[config.mk]
export PLATFORM = sky130hd
export DESIGN_NAME = fetch_unit
export DESIGN_NICKNAME = d
export VERILOG_FILES = /design/src/rtl/fetch_pkg.sv /design/src/rtl/fetch_fifo.sv /design/src/rtl/fetch_unit.sv
export SDC_FILE = /design/constraint.sdc
export NUM_CORES = 1
export LEC_CHECK = 0
export CAP_MARGIN = 20
export CELL_PAD_IN_SITES_DETAIL_PLACEMENT = 1
export CELL_PAD_IN_SITES_GLOBAL_PLACEMENT = 1
export CORE_ASPECT_RATIO = 1.2
export CORE_MARGIN = 5
export CORE_UTILIZATION = 42
export DETAILED_ROUTE_END_ITERATION = 12
export PLACE_DENSITY = 0.73
export SKIP_LAST_GASP = 1
export SLEW_MARGIN = 10
export SYNTH_ARGS = -nofsm -noshare
export SYNTH_HDL_FRONTEND = slang
export SYNTH_SLANG_ARGS = --single-unit
[constraint.sdc]
create_clock -name clk -period 3 [get_ports clk]
set_input_delay 0.3 -clock clk [delete_from_list [all_inputs] [get_ports clk]]
set_output_delay 0.3 -clock clk [all_outputs]
set_load 0.1 [all_outputs]
[src/rtl/fetch_pkg.sv]
// Shared widths, constants and state encoding for the instruction fetch stage.
package fetch_pkg;

  localparam int INST_W = 32;
  localparam int PC_W   = 32;
  localparam logic [PC_W-1:0] PC_INC = 32'd4;

  typedef enum logic {
    RUN   = 1'b0,
    DRAIN = 1'b1
  } fetch_state_e;

  // Sequential fetch address; wraps modulo 2^32.
  function automatic logic [PC_W-1:0] pc_plus(input logic [PC_W-1:0] pc);
    return pc + PC_INC;
  endfunction

endpackage

[src/rtl/fetch_fifo.sv]
// Prefetch FIFO holding {pc, inst} words; flush wins over push and pop in the same cycle.
module fetch_fifo #(
  parameter int DEPTH = 4,
  parameter int WIDTH = 64
) (
  input  logic                         clk,
  input  logic                         rst,
  input  logic                         push,
  input  logic                         pop,
  input  logic                         flush,
  input  logic [WIDTH-1:0]             wdata,
  output logic [WIDTH-1:0]             rdata,
  output logic                         full,
  output logic                         empty,
  output logic [$clog2(DEPTH+1)-1:0]   count
);

  localparam int PTR_W = $clog2(DEPTH);
  localparam int CNT_W = $clog2(DEPTH+1);

  logic [WIDTH-1:0] mem [DEPTH];
  logic [PTR_W-1:0] wr_ptr_reg, rd_ptr_reg;
  logic [CNT_W-1:0] count_reg;
  logic             do_push, do_pop;

  assign empty   = (count_reg == '0);
  assign full    = (count_reg == CNT_W'(DEPTH));
  assign count   = count_reg;
  assign do_push = push && !flush;
  assign do_pop  = pop && !empty && !flush;
  // Head is read straight from the array so a pushed word is visible one cycle later.
  assign rdata   = mem[rd_ptr_reg];

  always_ff @(posedge clk or negedge rst) begin
    if (!rst) begin
      wr_ptr_reg <= '0;
      rd_ptr_reg <= '0;
      count_reg  <= '0;
    end else if (flush) begin
      wr_ptr_reg <= '0;
      rd_ptr_reg <= '0;
      count_reg  <= '0;
    end else begin
      if (do_push) wr_ptr_reg <= wr_ptr_reg + 1'b1;
      if (do_pop)  rd_ptr_reg <= rd_ptr_reg + 1'b1;
      case ({do_push, do_pop})
        2'b10:   count_reg <= count_reg + 1'b1;
        2'b01:   count_reg <= count_reg - 1'b1;
        default: count_reg <= count_reg;
      endcase
    end
  end

  always_ff @(posedge clk) begin
    if (do_push) mem[wr_ptr_reg] <= wdata;
  end

  overflow_check: assert property (@(posedge clk) disable iff (!rst) !(push && full && !flush));

endmodule

[src/rtl/fetch_unit.sv]
// Instruction fetch stage: credit-limited request issue, in-order response capture,
// prefetch FIFO toward the core, and redirect handling with stale-response discard.
module fetch_unit
  import fetch_pkg::*;
#(
  parameter int              DEPTH    = 4,
  parameter logic [PC_W-1:0] RESET_PC = 32'h0000_0000
) (
  input  logic              clk,
  input  logic              rst,
  output logic              imem_req_valid,
  input  logic              imem_req_ready,
  output logic [PC_W-1:0]   imem_req_addr,
  input  logic              imem_rsp_valid,
  input  logic [INST_W-1:0] imem_rsp_data,
  input  logic              redirect_valid,
  input  logic [PC_W-1:0]   redirect_pc,
  output logic              inst_valid,
  input  logic              inst_ready,
  output logic [INST_W-1:0] inst_data,
  output logic [PC_W-1:0]   inst_pc
);

  localparam int CNT_W = $clog2(DEPTH+1);
  localparam int SUM_W = CNT_W + 1;

  fetch_state_e            state_reg;
  logic [PC_W-1:0]         fetch_pc_reg, rsp_pc_reg;
  logic [CNT_W-1:0]        outstanding_reg, outstanding_next;
  logic [CNT_W-1:0]        discard_reg, discard_next;
  logic [CNT_W-1:0]        fifo_count;
  logic [SUM_W-1:0]        credit_used;
  logic                    fifo_full, fifo_empty;
  logic                    req_fire, push, pop;
  logic [PC_W+INST_W-1:0]  head;

  // Outstanding plus buffered words never exceed DEPTH, so the FIFO cannot overflow.
  assign credit_used    = SUM_W'(outstanding_reg) + SUM_W'(fifo_count);
  assign imem_req_valid = rst && !fifo_full && (credit_used < SUM_W'(DEPTH));
  assign imem_req_addr  = fetch_pc_reg;
  assign req_fire       = imem_req_valid && imem_req_ready;

  assign push = imem_rsp_valid && (discard_reg == '0) && !redirect_valid;
  assign pop  = inst_valid && inst_ready;

  assign inst_valid = !fifo_empty;
  assign inst_data  = fifo_empty ? '0 : head[INST_W-1:0];
  assign inst_pc    = fifo_empty ? '0 : head[PC_W+INST_W-1:INST_W];

  always_comb begin
    outstanding_next = outstanding_reg + CNT_W'(req_fire) - CNT_W'(imem_rsp_valid);
    discard_next     = discard_reg;
    // A redirect marks everything still in flight as stale, including a same-cycle accept.
    if (redirect_valid)
      discard_next = outstanding_next;
    else if (imem_rsp_valid && (discard_reg != '0))
      discard_next = discard_reg - 1'b1;
  end

  always_ff @(posedge clk or negedge rst) begin
    if (!rst) begin
      state_reg       <= RUN;
      fetch_pc_reg    <= RESET_PC;
      rsp_pc_reg      <= RESET_PC;
      outstanding_reg <= '0;
      discard_reg     <= '0;
    end else begin
      outstanding_reg <= outstanding_next;
      discard_reg     <= discard_next;
      state_reg       <= (discard_next != '0) ? DRAIN : RUN;
      if (redirect_valid) begin
        fetch_pc_reg <= redirect_pc;
        rsp_pc_reg   <= redirect_pc;
      end else begin
        if (req_fire) fetch_pc_reg <= pc_plus(fetch_pc_reg);
        if (push)     rsp_pc_reg   <= pc_plus(rsp_pc_reg);
      end
    end
  end

  fetch_fifo #(
    .DEPTH (DEPTH),
    .WIDTH (PC_W + INST_W)
  ) u_fifo (
    .clk   (clk),
    .rst   (rst),
    .push  (push),
    .pop   (pop),
    .flush (redirect_valid),
    .wdata ({rsp_pc_reg, imem_rsp_data}),
    .rdata (head),
    .full  (fifo_full),
    .empty (fifo_empty),
    .count (fifo_count)
  );

endmodule

==> results.md <==
- Clk_lat worst skew: 0.50 ns
- N_diodes: 0
- Remaining antenna violation count: 0
- Fillers: 3310
- Post-DR wirelength/cell: 21.85 µm
- Peak supply drop: 0.0008179 V
- Max Buffers Root-to-Sink: 3
- Setup CP Type: flip-flop to flip-flop
- Largest register FFs: 256
- Hold path depth: 2
- Std-Cell Core Area: 33890 µm²
- Dpl ws: 0.1941 ns
- GRT Resource Usage Total: 18.56%
- Worst Slack Setup Final: 0.2602 ns
- Post-Syn Area per Cell: 15.43 µm²
- Final Max Slew Viols: 0
- Post-layout util: 52.43%
- Async set-reset flop share out of synthesis: 23.12%
- Vias post-DR: 8852
- Kind of end point of the critical path: flip-flop
- Clk slew on worst S/H paths: 0.06 ns
- RSZ-0062 raised after global routing: no
- Reg2Reg Setup Slack: 0.26 ns
- Internal Power: 9955 µW
- Post-DP HPWL: 23160 µm
- Status: finished clean
- CTS H-tree lvls: 2
- Pin count of the biggest net entering global routing: 67
- Final TNS setup: 0 ns
- Clock sink count: 333
- Max-capacitance violation count: 0
- Clock network power share: 23.8%
- Pleak: 0.006145 µW
- Depth of the most critical reg-to-reg path: 11
- Via density: 5.564
- First-pass GRT wire length: 55120 µm
- Proportion of power drawn by combinational gates: 44.3%
- Hold Vio Cnt, Final: 0
- Syn. warnings: 0
- Main synth FF type: edfxtp_1
- Sequential share of power: 31.9%
- Pwr dens: 992.0 nW/µm²
- Slew at the pin closest to its max-slew limit: 0.8678 ns
- Synth area leader: edfxtp_1
- Psw: 7670 µW
- IO Port Bufs: 167
- Fmax: 0.3650 GHz
- Die area: 38020 µm²
- Layout cells sized above 1: 23.26%
- Type of the most critical hold path: input port to flip-flop
- DRC: 0
- Tcrit/Tclk final: 91.33%
- Nets: 1196
- Cell area after synthesis: 14370 µm²
- Initial Utilization: 42.39%
- Final setup viols: 0
- Clock Skew: 0.01253 ns
- Cell row count: 74
- Max FO, Critical Path: 6
- Initial antenna violation count: 0
- Critical path launch point type: flip-flop
- Post-synth top area share: 53.51%
- Seq/Total Area, Yosys: 66.92%
- I/O Pins: 168
- Root Driver: clkbuf_16
- Syn Nets: 1015
- Gate Count Post-Synth: 931
- DR iter-0 viols: 514
- CTS tree: done
- Cell with the most instances after synthesis: edfxtp_1
- WP data arrival: 3.16 ns
- Leading post-synthesis cells by cell area: edfxtp_1 54%, dfrtp_1 13%, mux4_2 10%, and2_1 2.9%, nor2_1 1.4%
- Period minus WS final: 2.740 ns
- Routed WL: 34760 µm
- Top cells by count, synth: 256 x edfxtp_1, 77 x dfrtp_1, 67 x and2_1
- Crit path required time: 3.42 ns
- Post-synth EDFFs: 256
- Die Span Y: 212.6 µm
- Vias in the first global route: 9540
- CTS Buf Count: 34
- DRT Pass-1 Iters: 5
- Die W: 178.8 µm
- Switching power share of the total: 43.52%
- Worst-case headroom to the max-slew limit: 41.65%
- Distinct cells, synth: 60
- Overflow after GRT: 0
- Yosys reg bits: 333
- Final GP Congestion: 0.8023
- Layout area overhead: 23.67%
==> power by group through the flow <==
stage / Combinational, µW / Sequential (µW) / Clock [µW]
2_1_floorplan: 5620 / 5910 / 0
3_3_place_gp: 7830 / 5700 / 0
3_5_place_dp: 7900 / 5720 / 0
4_1_cts: 7920 / 5630 / 4290
5_1_grt: 8180 / 5680 / 4490
6_report: 7810 / 5620 / 4190
==> path summary, 6_finish.rpt <==
kind,start,endpoint
max,u_fifo.count[2],discard_reg[2]
min,redirect_valid,u_fifo.count[1]
max reg2reg,u_fifo.count[2],discard_reg[2]
min reg2reg,rsp_pc_reg[1],u_fifo.mem[1][33]
max in group asynchronous,rst,rsp_pc_reg[31]
min in group asynchronous,rst,outstanding_reg[2]
==> final cells by class <==
cell class,instances,area (µm²),share of cell area [%]
flip-flops and latches,333,9619,54.14
multi-input cells,521,4438,24.98
clock inverters,18,160.2,0.9014
repair buffers,197,1934,10.89
well taps,456,570.5,3.211
inverters,25,93.84,0.5282
clock buffers,41,950.9,5.352
==> cell families (layout without fill, tap and decap cells) <==
group	after synthesis	count (layout)	synth area share, %
AND/OR/NAND/NOR	302	302	12.02
adder cells (fa/ha/maj)	14	14	1.324
AO/OA/AOI/OAI	122	122	6.262
flip-flops	333	333	66.92
XOR/XNOR	15	15	0.9144
buffers and inverters	77	281	2.230
multiplexers	68	68	10.33
==> through the flow <==
step                instances  power, µW  area, µm²  hold WS [ns]
floorplan                 931      11530      14370      0.004409
global placement         1529      13530      16630        0.3576
detailed placement       1529      13620      16630        0.3657
CTS                      1589      17840      17750        0.1651
global route             1591      18350      17770        0.1784
finish                   1591      17620      17770        0.1788
==> metal layers <==
layer  up-vias  track usage (%)  share of wire (%)
met1      4561            24.91                 42
met2       212            31.79                 51
met3        48            2.810                4.2
met4         0            4.845                2.2
met5         -                0                  0
li1       4031                -                  -
==> cell usage in the layout (no fill, tap or decap), types with 6 or more instances in the layout <==
cell,n
edfxtp_1,256
buf_4,105
dfrtp_1,75
and2_1,67
clkdlybuf4s50_1,67
mux4_2,64
nor2_1,53
nand2_1,38
clkbuf_16,37
inv_1,24
buf_12,23
a31oi_1,20
nand3_1,19
o21ai_0,19
nor4_1,18
nand4_1,17
or4_1,17
a211oi_1,16
a311oi_1,15
nor2b_1,13
o31ai_1,12
a21oi_1,12
ha_1,12
nor3_1,11
xnor2_1,10
and3_1,9
or3_1,9
clkinv_1,8
and4_1,6
==> worst max-delay path, cell delays in order, from the launching register on <==
cell     delay, ns
dfrtp_1       0.43
ha_1          0.33
nor4b_4       0.29
nand4_1       0.28
ha_1          0.35
inv_1         0.05
ha_1          0.13
inv_1         0.05
fa_1          0.37
xnor2_1       0.23
nand2_1       0.07
o21ai_0       0.07
==> what timing repair did <==
item	CTS	global route
endpoints found under the setup margin	0	1
endpoints found under the hold margin	25	0
setup buffers	0	2
gates resized for setup	0	0
hold buffers	1	0
No activity file was read; power rests on OpenSTA's default activity.
